[src/rtl/seq_control_fsm.sv]
// rtl/seq_control_fsm.sv - multi-cycle FETCH/DECODE/EXEC/MEM/WB sequencer for the SEQ RV64 core
// Optional SEQ_CTRL_PERF_EN adds instret_o and stall_cycles_o counters.
module seq_control_fsm #(
   parameter int unsigned MEM_TIMEOUT = 16,
   parameter int unsigned TMO_W       = 5
) (
   input  logic       clk_i,
   input  logic       rst_ni,
   input  logic       start_i,
   input  logic [6:0] opcode_i,
   input  logic [2:0] funct3_i,
   input  logic       alu_zero_i,
   input  logic       imem_ready_i,
   input  logic       dmem_ready_i,
   output logic       imem_req_o,
   output logic       ir_write_o,
   output logic       dmem_req_o,
   output logic       dmem_we_o,
   output logic       alu_src_imm_o,
   output logic       reg_write_o,
   output logic       pc_write_o,
   output logic [1:0] pc_sel_o,
   output logic       halted_o,
   output logic       fault_o,
`ifdef SEQ_CTRL_PERF_EN
   output logic [31:0] instret_o,
   output logic [31:0] stall_cycles_o,
`endif
   output logic [2:0] state_out_o
);

   typedef enum logic [2:0] {
      S_IDLE   = 3'd0,
      S_FETCH  = 3'd1,
      S_DECODE = 3'd2,
      S_EXEC   = 3'd3,
      S_MEM    = 3'd4,
      S_WB     = 3'd5,
      S_HALT   = 3'd6,
      S_FAULT  = 3'd7
   } state_e;

   typedef enum logic [3:0] {
      C_NONE, C_R, C_I, C_LD, C_ST, C_BR, C_JAL, C_JALR, C_LUI, C_AUIPC
   } class_e;

   localparam logic [6:0]       OP_SYSTEM = 7'b1110011;
   localparam logic [TMO_W-1:0] TMO_LAST  = (MEM_TIMEOUT == 0) ? '0 : TMO_W'(MEM_TIMEOUT - 1);

   state_e           state_q, state_d;
   class_e           class_q, class_d, dec_class;
   logic [TMO_W-1:0] tmo_q, tmo_d;
   logic             wait_cyc;
   logic             tmo_hit;
   logic             unused_funct3;

   assign unused_funct3 = &{1'b0, funct3_i[2:1]};

   always_comb begin
      case (opcode_i)
         7'b0110011: dec_class = C_R;
         7'b0010011: dec_class = C_I;
         7'b0000011: dec_class = C_LD;
         7'b0100011: dec_class = C_ST;
         7'b1100011: dec_class = C_BR;
         7'b1101111: dec_class = C_JAL;
         7'b1100111: dec_class = C_JALR;
         7'b0110111: dec_class = C_LUI;
         7'b0010111: dec_class = C_AUIPC;
         default:    dec_class = C_NONE;
      endcase
   end

   assign wait_cyc = ((state_q == S_FETCH) && !imem_ready_i) ||
                     ((state_q == S_MEM)   && !dmem_ready_i);
   // tmo_q counts wait cycles already spent; the last allowed wait cycle faults unless ready arrives
   assign tmo_hit  = (MEM_TIMEOUT != 0) && (tmo_q == TMO_LAST);

   always_ff @(posedge clk_i or negedge rst_ni) begin
      if (!rst_ni) begin
         state_q <= S_IDLE;
         class_q <= C_NONE;
         tmo_q   <= '0;
      end else begin
         state_q <= state_d;
         class_q <= class_d;
         tmo_q   <= tmo_d;
      end
   end

   always_comb begin
      state_d = state_q;
      class_d = class_q;
      tmo_d   = tmo_q;
      case (state_q)
         S_IDLE: begin
            if (start_i) begin
               state_d = S_FETCH;
               tmo_d   = '0;
            end
         end
         S_FETCH: begin
            if (imem_ready_i) begin
               state_d = S_DECODE;
            end else if (tmo_hit) begin
               state_d = S_FAULT;
            end else begin
               tmo_d = tmo_q + 1'b1;
            end
         end
         S_DECODE: begin
            class_d = dec_class;
            if (opcode_i == OP_SYSTEM) begin
               state_d = S_HALT;
            end else if (dec_class == C_NONE) begin
               state_d = S_FAULT;
            end else begin
               state_d = S_EXEC;
            end
         end
         S_EXEC: begin
            case (class_q)
               C_BR: begin
                  state_d = S_FETCH;
                  tmo_d   = '0;
               end
               C_LD, C_ST: begin
                  state_d = S_MEM;
                  tmo_d   = '0;
               end
               default: state_d = S_WB;
            endcase
         end
         S_MEM: begin
            if (dmem_ready_i) begin
               tmo_d   = '0;
               state_d = (class_q == C_LD) ? S_WB : S_FETCH;
            end else if (tmo_hit) begin
               state_d = S_FAULT;
            end else begin
               tmo_d = tmo_q + 1'b1;
            end
         end
         S_WB: begin
            state_d = S_FETCH;
            tmo_d   = '0;
         end
         default: state_d = state_q;
      endcase
   end

   always_comb begin
      imem_req_o    = 1'b0;
      ir_write_o    = 1'b0;
      dmem_req_o    = 1'b0;
      dmem_we_o     = 1'b0;
      alu_src_imm_o = 1'b0;
      reg_write_o   = 1'b0;
      pc_write_o    = 1'b0;
      pc_sel_o      = 2'd0;
      halted_o      = 1'b0;
      fault_o       = 1'b0;
      state_out_o   = state_q;
      case (state_q)
         S_FETCH: begin
            imem_req_o = 1'b1;
            ir_write_o = imem_ready_i;
         end
         S_EXEC: begin
            alu_src_imm_o = (class_q != C_R) && (class_q != C_BR);
            if (class_q == C_BR) begin
               pc_write_o = 1'b1;
               pc_sel_o   = (alu_zero_i ^ funct3_i[0]) ? 2'd1 : 2'd0;
            end
         end
         S_MEM: begin
            dmem_req_o = 1'b1;
            dmem_we_o  = (class_q == C_ST);
            pc_write_o = dmem_ready_i && (class_q == C_ST);
         end
         S_WB: begin
            reg_write_o = 1'b1;
            pc_write_o  = 1'b1;
            pc_sel_o    = ((class_q == C_JAL) || (class_q == C_JALR)) ? 2'd2 : 2'd0;
         end
         S_HALT:  halted_o = 1'b1;
         S_FAULT: fault_o  = 1'b1;
         default: ;
      endcase
   end

`ifdef SEQ_CTRL_PERF_EN
   logic [31:0] instret_q, stall_q;

   always_ff @(posedge clk_i or negedge rst_ni) begin
      if (!rst_ni) begin
         instret_q <= '0;
         stall_q   <= '0;
      end else begin
         instret_q <= instret_q + {31'd0, pc_write_o};
         stall_q   <= stall_q + {31'd0, wait_cyc};
      end
   end

   assign instret_o      = instret_q;
   assign stall_cycles_o = stall_q;
`endif

endmodule

[config.mk]
export PLATFORM = sky130hd
export DESIGN_NAME = seq_control_fsm
export DESIGN_NICKNAME = d
export VERILOG_FILES = /design/src/rtl/seq_control_fsm.sv
export SDC_FILE = /design/constraint.sdc
export NUM_CORES = 1
export LEC_CHECK = 0
export CAP_MARGIN = 20
export CORE_AREA = 10 10 58 60
export CTS_BUF_LIST = sky130_fd_sc_hd__clkbuf_4 sky130_fd_sc_hd__clkbuf_8
export CTS_CLUSTER_SIZE = 8
export DETAILED_ROUTE_END_ITERATION = 10
export DIE_AREA = 0 0 68 70
export PLACE_DENSITY = 0.79
export SYNTH_ARGS = -nofsm -noshare
export SYNTH_HDL_FRONTEND = slang
export SYNTH_SLANG_ARGS = --single-unit
[constraint.sdc]
create_clock -name clk_i -period 1.4 [get_ports clk_i]
set_input_delay 0.28 -clock clk_i [delete_from_list [all_inputs] [get_ports clk_i]]
set_output_delay 0.28 -clock clk_i [all_outputs]
set_load 0.03 [all_outputs]
==> impl_metrics.tcl <==
set metrics [dict create \
    status "finished with violations" \
    violations "setup timing" \
    layout.nets 222 \
    multiInputGateArea_um2 869.6 \
    grt_pass1_wl_um 7348 \
    drt_pre_antenna_iters 4 \
    required_ns 1.12 \
    cp_cell_sequence "or4b_4 -> nor3_4 -> buf_6" \
    clock_sinks 12 \
    yosysTopAreaCell "dfrtp_1" \
    timing.final.crit_share_pct 135.9 \
    synth.avg_cell_area_um2 8.085 \
    setup_viol 20 \
    end_kind "output pin" \
    syn_inst 117 \
    tns_ns -4.907 \
    grt_max_degree 13 \
    fin_ws_ns -0.5025 \
    yosysUniqueCellTypes 42 \
    portBuffers 27 \
    hold_class "input pin to async pin" \
    max_stage_delay_ns 0.57 \
    cap_violations 0 \
    cts_buffers 3 \
    rows 18 \
    drive_gt1_share_pct 64.22 \
    die_h_um 70 \
    place_area_um2 1599 \
    skew_ns 0.007418 \
    min_period_ns 1.903 \
    ys_warn_count 0 \
    synth_ff_type "dfrtp_1" \
    gr-total-overflow 0 \
    totalPowerFinal_uw 849.1 \
    core-area_um2 2342 \
    path_max_fanout 5 \
    cp_data_arrival_time_ns 1.62 \
    ctsLongestPathBuffers 2 \
    grt_antenna_before_repair 0 \
    io_pins 30 \
    cts_root_buf "clkbuf_4" \
    path_class "register to output pin" \
    rsz0062_at_grt "true" \
    nFillCells 90 \
    cts_htree_levels 1 \
    die_x_um 68 \
    cts_tree "done" \
    die-area_um2 4760 \
    regArea_um2 307.8 \
    clk_latency_ns 0.28 \
    synth_top_area_share_pct 31.75 \
    syn_to_final_growth_pct 120.9 \
    cp_top_family "simple AND/OR/NAND/NOR gates" \
    drt_wl_total_um 5057 \
    final_area_um2 2090 \
    crit_buf_inv 1 \
    yosys-top-cells-area "dfrtp_1 (32%), nand2_1 (6.0%), o21ai_0 (3.7%)" \
    ir_drop_mv 0.7723 \
    drc_errors 0 \
    slew-limit-headroom_pct 76.72 \
    p_leak_nw 0.9383 \
    num_antenna_cells 0 \
    postLayoutCoreUtil_pct 89.21 \
    async_flop_share_pct 100.0 \
    vias 1411 \
    ys_ff_latch 12 \
    drv_slew 0 \
    syn-cell-area_um2 945.9 \
    place.gp.congestion 0.7953 \
    first_iter_violations 107 \
    p_per_area_nw_per_um2 406.4 \
    tightest_slew_ns 0.3447 \
    via_per_inst 6.030 \
    fin_hold_ws_ns 0.3001 \
    hold_buffers 0 \
    critPathLaunchType "register" \
    synth-edff-count 0 \
    routedWlPerCell_um 21.61 \
    grt_pass1_vias 1446 \
    clk_pin_slew_ns 0.08 \
    start_util_pct 40.38 \
    cp_slowest_cell "or4b_4" \
    grtUsageTotal_pct 19.48 \
    final_cells 234 \
    hpwl_um 2885 \
    ys_seq_area_share_pct 31.75 \
    fmaxAchievable_ghz 0.5256 \
    ant_nets 0 \
    place_worst_setup_slack_ns -0.3512 \
    syn_nets 134 \
    placedCellCount 208 \
    final-hold-violation-count 0 \
]
## kinds of logic after synthesis
group,after synthesis,share of synthesized area [%]
simple gates,50,29.76
compound gates,42,30.16
flops,12,31.75
buf+inv,10,5.157
xor+xnor,2,1.852
fa+ha+maj,1,1.323
## worst paths after layout
kind | start | endpoint | slack, ns | cells after the start
max reg2reg | class_q[1] | state_out_o[0] | -0.43 | 5
min in group clk_i | tmo_q[4] | tmo_q[4] | 0.57 | 1
max | class_q[1] | dmem_we_o | -0.50 | 3
max in group asynchronous | rst_ni | state_out_o[0] | 0.91 | 2
min reg2reg | tmo_q[4] | tmo_q[4] | 0.57 | 1
min | rst_ni | tmo_q[1] | 0.30 | 2
## repair_timing
action,4_1_cts,5_1_grt
gates resized for setup,52,24
hold endpoints to repair,0,0
pin swaps,18,13
buffers inserted,13,13
setup endpoints to repair,19,25
## routing by layer
layer  global-route usage (%)  part of all wire (%)
met4                    6.488                   4.6
met5                        0                     0
met1                    21.31                    36
met2                    34.58                    53
met3                    4.785                   7.0
## cells in the final DEF (no fill, tap or decap), drive strengths merged, types with 2 or more instances in the layout
cell            n
a211o           2
a211oi          4
a21boi          2
a21oi           7
a2bb2oi         2
a31oi           2
a41oi           2
and3            4
buf            75
clkbuf          4
clkdlybuf4s50  13
dfrtp          12
inv             4
nand2          15
nand2b          3
nand3           3
nand3b          2
nor2            8
nor3            6
nor4            2
o211a           3
o21ai          13
## synth_stat cells (3+ instances only)
cell and instances:
inv_1 4, buf_2 3, nor3_1 6, and3_1 4, nand3_1 3, o21ai_0 7, nor2_1 8, nand2b_1 3
a21oi_1 6, o211a_1 3, o21ai_1 6, a211oi_1 4, dfrtp_1 12, nand2_1 15
## layout make-up
class / instances / share of cell area, %
Timing Repair Buffer: 88 / 38.92
Sequential cell: 12 / 14.73
Inverter: 5 / 1.198
Multi-Input combinational cell: 95 / 41.62
Tap cell: 30 / 1.796
Clock buffer: 4 / 1.737
## power breakdown
group / total, mW / internal [mW] / switching, mW
combinational: 0.212 / 0.113 / 0.0989
sequential: 0.352 / 0.348 / 0.00449
clock: 0.284 / 0.158 / 0.126
total: 0.849 / 0.620 / 0.229
## worst reg2reg max path, delay by kind of cell (launching register included)
kind | cells | cell delay (ns)
and+or+nand+nor | 2 | 0.84
DFF | 1 | 0.46
AOI/OAI and AO/OA | 2 | 0.23
buffers and inverters | 1 | 0.15
## sequential cells by signal, summed over array words and instances, names as in the netlist
signal       flops
tmo_q            5
state_out_o      3
class_q          4
Note: power is estimated with default switching activity, not from simulation.
